File: src/rtl/exe_alu_stage.sv
// exe_alu_stage
//   Execute stage of the pipeline. Val1 (Rn) and the generated Val2 go
//   through the ALU. The result, the control bits, the destination and the
//   store data are registered into the EXE/MEM pipeline register. The stage
//   also holds the NZCV status register.
// Ports
//   clk          rising-edge clock
//   rst          asynchronous active-high reset
//   freeze       hazard stall: pipeline register and status hold
//   flush        squash the instruction in EXE (clears wb/mem enables)
//   val1         Rn value
//   val2         Val2 generator output
//   exe_cmd      ALU operation
//   s_bit        update status when 1
//   wb_en_in     write-back enable
//   mem_r_en_in  load enable
//   mem_w_en_in  store enable
//   dest_in      destination register index
//   val_rm_in    store data
//   alu_res      registered ALU result / memory address
//   wb_en        registered write-back enable
//   mem_r_en     registered load enable
//   mem_w_en     registered store enable
//   dest         registered destination
//   st_val       registered store data
//   status       NZCV register {N,Z,C,V}
module exe_alu_stage #(
  parameter int DATA_W = 32,
  parameter int REG_W  = 4
) (
  input  logic              clk,
  input  logic              rst,
  input  logic              freeze,
  input  logic              flush,
  input  logic [DATA_W-1:0] val1,
  input  logic [DATA_W-1:0] val2,
  input  logic [3:0]        exe_cmd,
  input  logic              s_bit,
  input  logic              wb_en_in,
  input  logic              mem_r_en_in,
  input  logic              mem_w_en_in,
  input  logic [REG_W-1:0]  dest_in,
  input  logic [DATA_W-1:0] val_rm_in,
  output logic [DATA_W-1:0] alu_res,
  output logic              wb_en,
  output logic              mem_r_en,
  output logic              mem_w_en,
  output logic [REG_W-1:0]  dest,
  output logic [DATA_W-1:0] st_val,
  output logic [3:0]        status
);

  localparam logic [3:0] CMD_MOV = 4'b0001;
  localparam logic [3:0] CMD_MVN = 4'b1001;
  localparam logic [3:0] CMD_ADD = 4'b0010;
  localparam logic [3:0] CMD_ADC = 4'b0011;
  localparam logic [3:0] CMD_SUB = 4'b0100;
  localparam logic [3:0] CMD_SBC = 4'b0101;
  localparam logic [3:0] CMD_AND = 4'b0110;
  localparam logic [3:0] CMD_ORR = 4'b0111;
  localparam logic [3:0] CMD_EOR = 4'b1000;

  logic [DATA_W-1:0] alu_res_q, st_val_q;
  logic [REG_W-1:0]  dest_q;
  logic              wb_en_q, mem_r_en_q, mem_w_en_q;
  logic [3:0]        status_q;

  logic [DATA_W-1:0] res_d;
  logic [3:0]        status_d;
  logic [DATA_W-1:0] add_b;
  logic              add_cin;
  logic              is_arith;
  logic [DATA_W:0]   sum;
  logic              carry_q;

  assign carry_q = status_q[1];

  // Subtraction runs through the same adder as val1 + ~val2 + cin, so the
  // carry out reads as "no borrow" and overflow uses one rule for both.
  always_comb begin
    add_b    = val2;
    add_cin  = 1'b0;
    is_arith = 1'b0;
    case (exe_cmd)
      CMD_ADD: begin add_b = val2;  add_cin = 1'b0;    is_arith = 1'b1; end
      CMD_ADC: begin add_b = val2;  add_cin = carry_q; is_arith = 1'b1; end
      CMD_SUB: begin add_b = ~val2; add_cin = 1'b1;    is_arith = 1'b1; end
      CMD_SBC: begin add_b = ~val2; add_cin = carry_q; is_arith = 1'b1; end
      default: ;
    endcase
  end

  assign sum = {1'b0, val1} + {1'b0, add_b} + {{DATA_W{1'b0}}, add_cin};

  always_comb begin
    res_d = '0;
    case (exe_cmd)
      CMD_MOV: res_d = val2;
      CMD_MVN: res_d = ~val2;
      CMD_ADD, CMD_ADC, CMD_SUB, CMD_SBC: res_d = sum[DATA_W-1:0];
      CMD_AND: res_d = val1 & val2;
      CMD_ORR: res_d = val1 | val2;
      CMD_EOR: res_d = val1 ^ val2;
      default: res_d = '0;
    endcase
  end

  always_comb begin
    status_d    = status_q;
    status_d[3] = res_d[DATA_W-1];
    status_d[2] = (res_d == '0);
    if (is_arith) begin
      status_d[1] = sum[DATA_W];
      status_d[0] = (val1[DATA_W-1] == add_b[DATA_W-1]) &&
                    (res_d[DATA_W-1] != val1[DATA_W-1]);
    end
  end

  always_ff @(posedge clk or posedge rst) begin
    if (rst) begin
      alu_res_q  <= '0;
      st_val_q   <= '0;
      dest_q     <= '0;
      wb_en_q    <= 1'b0;
      mem_r_en_q <= 1'b0;
      mem_w_en_q <= 1'b0;
      status_q   <= '0;
    end else if (flush) begin
      // Squash only the side-effecting enables; data fields simply hold.
      wb_en_q    <= 1'b0;
      mem_r_en_q <= 1'b0;
      mem_w_en_q <= 1'b0;
    end else if (!freeze) begin
      alu_res_q  <= res_d;
      st_val_q   <= val_rm_in;
      dest_q     <= dest_in;
      wb_en_q    <= wb_en_in;
      mem_r_en_q <= mem_r_en_in;
      mem_w_en_q <= mem_w_en_in;
      if (s_bit) status_q <= status_d;
    end
  end

  assign alu_res  = alu_res_q;
  assign st_val   = st_val_q;
  assign dest     = dest_q;
  assign wb_en    = wb_en_q;
  assign mem_r_en = mem_r_en_q;
  assign mem_w_en = mem_w_en_q;
  assign status   = status_q;

endmodule
File: config.mk
export PLATFORM = sky130hd
export DESIGN_NAME = exe_alu_stage
export DESIGN_NICKNAME = d
export VERILOG_FILES = /design/src/rtl/exe_alu_stage.sv
export SDC_FILE = /design/constraint.sdc
export NUM_CORES = 1
export LEC_CHECK = 0
export CORE_MARGIN = 1.5
export CORE_UTILIZATION = 45
export DETAILED_ROUTE_END_ITERATION = 6
export PLACE_DENSITY = 0.78
export SYNTH_ARGS = -nofsm -noshare
export SYNTH_HDL_FRONTEND = slang
export SYNTH_SLANG_ARGS = --single-unit
File: constraint.sdc
create_clock -name clk -period 4.2 [get_ports clk]
set_input_delay 1.05 -clock clk [delete_from_list [all_inputs] [get_ports clk]]
set_output_delay 1.05 -clock clk [all_outputs]
set_load 0.1 [all_outputs]
==> impl_metrics.yaml, run 1 <==
synth:
  ys.flop_type: "dfrtp_1"
  ys_seq_elements: 75
  yosysMostFrequentCell: "ha_1"
  synth_cell_types: 77
  synth_nets: 1059
  yosysTopAreaCell: "dfrtp_1"
  seq_area_frac_synth_pct: 25.1
  synth-edff-count: 0
  synthCells: 850
  yosys-top-cells-count: "ha_1, inv_1, dfrtp_1, nor2_1, xnor2_1"
  synth_top_area_share_pct: 25.1
  synthTopCellsByArea: "dfrtp_1, ha_1, xnor2_1"
  synth_area_per_cell_um2: 8.79
  yosysWarningCount: 0
  async_reset_ff_share_pct: 100
  synth_area_um2: 7470
outcome:
  violations: "negative setup slack"
  status: "finished with violations"
placement:
  io_buffers: 186
  placed_area_um2: 11300
  pre_cts_ws_ns: -1.18
  dp_cells: 1446
  place.gp.congestion: 0.951
  dp_hpwl_mm: 20.7
drt:
  dr.pass1.iters: 5
  via_count: 8109
  drtIter0Drc: 575
  wire_per_inst_um: 17.8
  wirelength_mm: 26.3
  ant_nets: 0
  via_per_inst: 5.51
  drcViolationCount: 0
sta:
  setup_viol: 1
  slew_headroom_pct: 29.0
  slew_violations: 0
  fin_crit_ns: 4.54
  tightest_slew_ns: 1.06
  fmax_ghz: 0.220
  rsz0062_at_grt: "yes"
  final-hold-violation-count: 0
  setup_ws_ns: -0.341
  fin_tns_setup_ns: -0.341
  period_share_pct: 108
  finClkSkew_ns: 0.00666
finish:
  post-route-util_pct: 74.3
  nets: 1461
  fin_area_um2: 11900
  final_cells: 1473
  drive_above_1_share_pct: 30.6
  area_growth_syn_to_layout_pct: 59.8
  num_antenna_cells: 0
clock_tree:
  clockBufferDepth: 2
  root_buffer: "clkbuf_16"
  htree_levels: 3
  insertion_delay_ns: 0.34
  cts_tree: "yes"
  cts.clk_slew.worst_paths_ns: 0.06
  numCtsBuffers: 9
  cts_sinks: 75
  ctsHoldBuffers: 0
power_and_ir_drop:
  vdd_drop_max_mv: 0.274
  p_leak_uw: 0.00550
  p_per_area_nw_per_um2: 364
floorplanning:
  fp-row-count: 46
  io_pins: 187
  start_util_pct: 46.5
  die_h_um: 132
  die_area_um2: 17400
  fp.dieW_um: 132
  fp.coreArea_um2: 16100
flow_run:
  maxCapViolCount: 0
setup_path:
  cp.arrival_ns: 4.78
  critical_path.startpoint_type: "primary input"
  cp_max_fo: 8
  critPathCaptureType: "flop"
  cp.required_ns: 4.44
  worst-setup-path-type: "in2reg"
global_route:
  antenna_found_initial: 0
  globalRoute.totalOverflow: 0
  grt_max_degree: 94
  grt_pass1_vias: 8067
  grt_usage_pct: 29.5
  grt_pass1_wl_mm: 41.4
worst_hold_path:
  hold_class: "reg2reg"
## area by class of cell
type / instances / area [um2]
clock inverter: 7 / 100
clock buffer: 9 / 225
tap: 216 / 270
inverter: 76 / 285
sequential: 75 / 1880
multi-input combinational: 651 / 5370
timing repair buffer: 439 / 3810
fill: 1176 / 4130
## metal layers
metal / up-vias / GRT usage (%) / wire [um]
met5: - / 0 / 0
met4: 0 / 10.1 / 727
met3: 51 / 3.65 / 1300
met2: 286 / 51.1 / 13000
met1: 3898 / 38.1 / 11200
li1: 3874 / - / -
## registers in the layout (all words and copies together) (netlist names)
name      flops
dest          4
st_val       32
wb_en         1
mem_r_en      1
status        4
alu_res      32
mem_w_en      1
## report_power, final
| group | total (uW) | leakage, uW | internal (uW) | switching [uW] |
|---|---|---|---|---|
| sequential | 908 | 0.000892 | 841 | 66.6 |
| combinational | 2570 | 0.00444 | 948 | 1620 |
| clock | 871 | 0.000160 | 526 | 345 |
| total | 4350 | 0.00550 | 2320 | 2030 |
## worst max-delay path, cell delays in order
cell	delay, ns
buf_6	0.11
nor3b_4	0.29
buf_6	0.22
buf_4	0.13
xnor2_1	0.06
ha_1	0.35
a21o_1	0.19
a31o_2	0.27
a31oi_2	0.35
a2111oi_0	0.17
nor3_1	0.33
o211ai_1	0.22
nor3_4	0.22
nand4_1	0.11
or4_4	0.51
o41ai_2	0.20
## cells by family (layout without fill, tap and decap cells)
family	after synthesis	after routing	share of synthesized area [%]
AO/OA/AOI/OAI	239	239	22.1
multiplexers	50	50	7.44
buffers and inverters	124	531	7.12
AND/OR/NAND/NOR	180	180	11.7
adder cells (fa/ha/maj)	97	97	16.5
flip-flops	75	75	25.1
XOR/XNOR	85	85	9.97
## placed cells by master, fill, tap and decap left out, types with 7 or more instances in the layout
cell	synthesis	layout
a21o_1	14	14
a21oi_1	59	56
a221o_1	7	7
a221oi_1	13	13
a22oi_1	9	9
a31oi_1	13	8
buf_4	1	248
clkbuf_16	0	10
clkdlybuf4s50_1	0	181
dfrtp_1	75	75
ha_1	95	92
inv_1	76	72
mux2_2	44	43
nand2_1	48	48
nand3_1	8	8
nand4_1	11	11
nor2_1	63	59
nor3_1	9	9
o211ai_1	16	16
o21a_1	8	8
o21ai_0	28	21
o22ai_1	16	15
xnor2_1	61	56
xor2_1	24	24
## what timing repair did
| item | in CTS | in global routing |
|---|---|---|
| endpoints found under the setup margin | 16 | 9 |
| hold endpoints to repair | 0 | 0 |
| gates cloned | 0 | 1 |
| resized for setup | 26 | 29 |
| buffers inserted | 3 | 8 |
| pin swaps | 16 | 28 |
## final timing paths
path	startpoint	to	slack (ns)	cells after the start
max	exe_cmd[1]	status[2]	-0.34	16
min	alu_res[24]	alu_res[24]	0.49	1
max reg2reg	status[1]	status[2]	0.03	18
min reg2reg	alu_res[24]	alu_res[24]	0.49	1
max in group asynchronous	rst	alu_res[20]	2.27	3
min in group asynchronous	rst	st_val[22]	1.07	2
## stage by stage
stage	hold slack (ns)	power, uW
final	0.492	4350
after global routing	0.512	4530
after CTS	0.495	4310
after detailed placement	0.478	3410
after global placement	0.465	3380
after floorplan	0.969	2510
Note: power is estimated with default switching activity, not from simulation.
==> run 2: changes to the inputs <==
--- a/config.mk
+++ b/config.mk
@@ -8,7 +8,7 @@
 export CORE_MARGIN = 1.5
 export CORE_UTILIZATION = 45
 export DETAILED_ROUTE_END_ITERATION = 6
-export PLACE_DENSITY = 0.78
+export PLACE_DENSITY_LB_ADDON = 0.3
 export SYNTH_ARGS = -nofsm -noshare
 export SYNTH_HDL_FRONTEND = slang
 export SYNTH_SLANG_ARGS = --single-unit
==> constraint.sdc (replaced) <==
create_clock -name clk -period 5.2 [get_ports clk]
set_input_delay 1.3 -clock clk [delete_from_list [all_inputs] [get_ports clk]]
set_output_delay 1.3 -clock clk [all_outputs]
set_load 0.1 [all_outputs]
==> impl_metrics.yaml, run 2 (synthesis gave the netlist of run 1 again) <==
clock_tree:
  insertion_delay_ns: 0.34
  cts_sinks: 75
  clockBufferDepth: 2
  htree_levels: 3
  root_buffer: "clkbuf_16"
  numCtsBuffers: 9
  cts_tree: "yes"
  ctsHoldBuffers: 0
  cts.clk_slew.worst_paths_ns: 0.07
flow_run:
  maxCapViolCount: 0
sta:
  slew_violations: 0
  fin_crit_ns: 5.01
  setup_ws_ns: 0.187
  setup_viol: 0
  slew_headroom_pct: 29.9
  fmax_ghz: 0.199
  final-hold-violation-count: 0
  finClkSkew_ns: 0.00623
  period_share_pct: 96.4
  rsz0062_at_grt: "no"
  tightest_slew_ns: 1.05
setup_path:
  worst-path-buf-inv: 4
  r2r_cells: 17
  cp_max_fo: 5
  critPathCaptureType: "flop"
  worst-setup-path-type: "in2reg"
  r2r_slack_ns: 1.00
  critical_path.startpoint_type: "primary input"
  crit_slowest_cell: "or4_4"
  cp.arrival_ns: 5.26
  r2r-start: "status[1]"
  cp.required_ns: 5.45
  cp_slowest_stage_delay_ns: 0.53
  critPathTopFamily: "simple AND/OR/NAND/NOR gates"
  path_cells: "clkdlybuf4s50_1 > inv_2 > xnor2_2 > fa_2 > buf_4 > buf_4 > a21o_2 > and3_2 > or3_1 > a32oi_2 > nand4_1 > or4b_4 > nor3_2 > nand4_1 > or4_4 > o41ai_2"
  r2r-end: "status[2]"
placement:
  placed_area_um2: 10300
  dp_hpwl_mm: 18.3
  place.gp.congestion: 0.928
  dp_cells: 1325
  pre_cts_ws_ns: -0.434
  io_buffers: 186
drt:
  wire_per_inst_um: 17.2
  drcViolationCount: 0
  drtIter0Drc: 566
  dr.pass1.iters: 5
  via_per_inst: 5.55
  ant_nets: 0
  wirelength_mm: 23.1
  via_count: 7470
finish:
  drive_above_1_share_pct: 19.9
  fin_area_um2: 10800
  num_antenna_cells: 0
  post-route-util_pct: 67.0
  final_cell_mix: "clkdlybuf4s50_1, buf_4, ha_1"
  final_common_cell: "clkdlybuf4s50_1"
  area_growth_syn_to_layout_pct: 44.1
  nets: 1333
  n_fill_cell: 1313
  final_cells: 1345
floorplanning:
  die_h_um: 132
  die_area_um2: 17400
  fp.coreArea_um2: 16100
  start_util_pct: 46.5
  io_pins: 187
  fp.dieW_um: 132
  fp-row-count: 46
worst_hold_path:
  min_to: "status[3]"
  holdPathStages: 2
  hp-start: "status[3]"
  hold_class: "reg2reg"
global_route:
  grt_pass1_wl_mm: 37.3
  antenna_found_initial: 0
  grt_usage_pct: 26.5
  globalRoute.totalOverflow: 0
  grt_pass1_vias: 7238
  grt_max_degree: 54
power_and_ir_drop:
  finalPower_uw: 3360
  vdd_drop_max_mv: 0.169
  p_leak_uw: 0.00484
  p_per_area_nw_per_um2: 312
outcome:
  status: "finished clean"
[run 2: worst max path at each step]
stage                    start         to  slack [ns]  cells past startpoint
global route           val2[0]  status[2]        0.01                     16
CTS                 exe_cmd[2]  status[2]        0.05                     16
global placement    exe_cmd[1]  status[2]       -0.32                     15
floorplan           exe_cmd[3]  status[2]       -0.27                     20
finish                 val2[0]  status[2]        0.19                     16
detailed placement  exe_cmd[1]  status[2]       -0.43                     18
[run 2: repair_timing]
item,4_1_cts,5_1_grt
resized for setup,3,12
buffers inserted,0,4
pin swaps,0,10
setup endpoints to repair,1,1
[run 2: worst register-to-register path, delay by kind of cell (launching register included)]
family / cells / cell delay [ns]
and+or+nand+nor: 7 / 1.71
adders and majority gates: 2 / 0.74
DFF: 1 / 0.41
buffers and inverters: 2 / 0.17
AOI/OAI and AO/OA: 6 / 1.08
[run 2: through the flow]
stage,setup TNS [ns],hold WS (ns)
floorplan,-0.274,0.969
global placement,-0.373,0.468
detailed placement,-0.653,0.471
CTS,0,0.485
global route,0,0.517
finish,0,0.484
[run 2: area by class of cell]
type                    instances  area (um2)  area share (%)
well taps                     216         270            2.51
clock inverters                 6        96.3           0.895
clock buffers                  10         239            2.22
flip-flops and latches         75        1880            17.4
inverters                      76         287            2.66
multi-input cells             651        5180            48.1
repair buffers                311        2810            26.1
[run 2: where the power goes]
part | internal (uW) | switching (uW)
Clock | 440 | 282
Sequential | 679 | 50.3
Combinational | 660 | 1250
[run 2: routing by layer]
metal,wire [um],up-vias,GRT usage (%),share of wire [%]
li1,-,3623,-,-
met1,10500,3539,36.0,46
met2,10800,280,44.4,47
met3,1270,28,3.19,5.5
met4,477,0,7.28,2.1
met5,0,-,0,0
==> run 3: changes to the inputs <==
--- a/config.mk
+++ b/config.mk
@@ -5,8 +5,10 @@
 export SDC_FILE = /design/constraint.sdc
 export NUM_CORES = 1
 export LEC_CHECK = 0
+export CELL_PAD_IN_SITES_DETAIL_PLACEMENT = 1
+export CELL_PAD_IN_SITES_GLOBAL_PLACEMENT = 2
 export CORE_MARGIN = 1.5
-export CORE_UTILIZATION = 45
+export CORE_UTILIZATION = 30
 export DETAILED_ROUTE_END_ITERATION = 6
 export PLACE_DENSITY_LB_ADDON = 0.3
 export SYNTH_ARGS = -nofsm -noshare
==> impl_metrics.yaml, run 3 (synthesis gave the netlist of run 1 again) <==
sta:
  period_share_pct: 95.4
  fin_tns_setup_ns: 0
  slew_headroom_pct: 28.2
  setup_viol: 0
  setup_ws_ns: 0.239
  fmax_ghz: 0.202
  final-hold-violation-count: 0
  rsz0062_at_grt: "no"
  fin_crit_ns: 4.96
  tightest_slew_ns: 1.08
  finClkSkew_ns: 0.00880
  slew_violations: 0
global_route:
  globalRoute.totalOverflow: 0
  grt_pass1_wl_mm: 44.2
  antenna_found_initial: 0
  grt_pass1_vias: 8071
  grt_usage_pct: 21.7
  grt_max_degree: 71
drt:
  wire_per_inst_um: 18.5
  wirelength_mm: 27.6
  drtIter0Drc: 351
  dr.pass1.iters: 5
  via_count: 7565
  via_per_inst: 5.07
  drcViolationCount: 0
  ant_nets: 0
floorplanning:
  fp.dieW_um: 161
  fp.coreArea_um2: 24400
  io_pins: 187
  start_util_pct: 30.6
  fp-row-count: 57
  die_area_um2: 25900
  die_h_um: 161
setup_path:
  path_cells: "buf_2 > buf_4 > a21oi_2 > a21oi_2 > nor2_2 > fa_2 > inv_2 > fa_1 > o21ai_1 > o221ai_1 > nand4_1 > a2111oi_4 > nand4_1 > or4b_4 > nor3_4 > nand4_1 > or4_4 > o41ai_2"
  cp.arrival_ns: 5.21
  cp_common_cell: "nand4_1"
  worst-path-buf-inv: 3
  cp_max_fo: 5
  critical_path.startpoint_type: "primary input"
  worst-setup-path-type: "in2reg"
  cp_slowest_stage_delay_ns: 0.55
  r2r_slack_ns: 0.79
  cp.required_ns: 5.45
  critPathCaptureType: "flop"
  critPathTopFamily: "simple AND/OR/NAND/NOR gates"
  crit_slowest_cell: "or4_4"
clock_tree:
  cts.clk_slew.worst_paths_ns: 0.07
  cts_sinks: 75
  htree_levels: 3
  root_buffer: "clkbuf_16"
  cts_tree: "yes"
  ctsHoldBuffers: 0
  clockBufferDepth: 2
  insertion_delay_ns: 0.35
  numCtsBuffers: 9
finish:
  nets: 1372
  final_common_cell: "clkdlybuf4s50_1"
  num_antenna_cells: 0
  n_fill_cell: 2860
  drive_above_1_share_pct: 23.5
  final_cell_mix: "clkdlybuf4s50_1, buf_4, ha_1"
  fin_area_um2: 11200
  area_growth_syn_to_layout_pct: 49.7
power_and_ir_drop:
  vdd_drop_max_mv: 0.172
  p_leak_uw: 0.00500
  power.switching_uw: 1640
  pwr-share-clk_pct: 19.4
  p_int_uw: 1700
  pwr-share-seq_pct: 21.9
  finalPower_uw: 3350
  p_per_area_nw_per_um2: 299
  switching_share_pct: 49.1
  comb_power_share_pct: 58.7
placement:
  dp_hpwl_mm: 22.1
  placed_area_um2: 10800
  place.gp.congestion: 0.917
  pre_cts_ws_ns: -0.724
  io_buffers: 186
outcome:
  status: "finished clean"
worst_hold_path:
  hold_class: "reg2reg"
flow_run:
  maxCapViolCount: 0
==> run 3: cell count changes in the layout (fill, tap and decap cells not counted), sizes merged <==
cell           change
clkbuf             -2
clkdlybuf4s50      -1
bufinv             -2
inv                +2
dlymetal6s2s       -2
buf               +41
dlygate4sd2        +1
clkinv             +1
clkdlybuf4s15      +1
==> run 3: cell type report <==
type | instances | area [um2] | area share (%)
Timing Repair Buffer | 350 | 3110 | 27.8
Multi-Input combinational cell | 651 | 5210 | 46.6
Inverter | 76 | 287 | 2.56
Sequential cell | 75 | 1880 | 16.8
Clock inverter | 7 | 65.1 | 0.582
Tap cell | 324 | 405 | 3.63
Clock buffer | 9 | 225 | 2.01
==> run 3: stage by stage <==
stage,utilization (%),std cells,hold slack [ns]
global placement,44.4,1475,0.465
global route,45.8,1492,0.509
CTS,45.7,1492,0.491
detailed placement,44.4,1475,0.475
finish,45.8,1492,0.488
floorplan,-,850,0.969
==> run 3: power groups by stage <==
stage	combinational (uW)	sequential (uW)	clock, uW
final	1960	733	650
after global routing	2080	748	689
after CTS	1970	734	666
after detailed placement	1950	745	0
after global placement	1930	739	0
after floorplan	567	1440	0
==> run 3: final timing paths <==
check                           start    endpoint  depth (start not counted)
max                        exe_cmd[1]   status[2]                         18
min                         status[0]   status[0]                          2
max reg2reg                 status[1]   status[2]                         17
min reg2reg                 status[0]   status[0]                          2
max in group asynchronous         rst   st_val[5]                          3
min in group asynchronous         rst  st_val[15]                          2
==> run 3: repair_timing <==
action,4_1_cts,5_1_grt
resized for setup,22,10
pin swaps,14,15
setup buffers,1,0
endpoints found under the setup margin,1,1
==> run 3: worst register-to-register path, cell delays in order, from the launching register on <==
cell and delay (ns):
dfrtp_1 0.46, inv_1 0.17, a21oi_2 0.21, a21oi_2 0.08
nor2_2 0.12, fa_2 0.24, inv_2 0.04, fa_1 0.52
o21ai_1 0.08, o221ai_1 0.15, nand4_1 0.22, a2111oi_4 0.35
nand4_1 0.16, or4b_4 0.52, nor3_4 0.13, nand4_1 0.14
or4_4 0.55, o41ai_2 0.20
==> run 3: metal layers <==
layer | share of wire (%) | vias to the layer above | global-route usage, % | wire length (um)
met1 | 45 | 3707 | 28.2 | 12400
met4 | 2.1 | 0 | 5.77 | 582
met3 | 3.6 | 31 | 2.84 | 1000
met2 | 49 | 149 | 37.7 | 13600
met5 | 0 | - | 0 | 0
li1 | - | 3678 | - | -
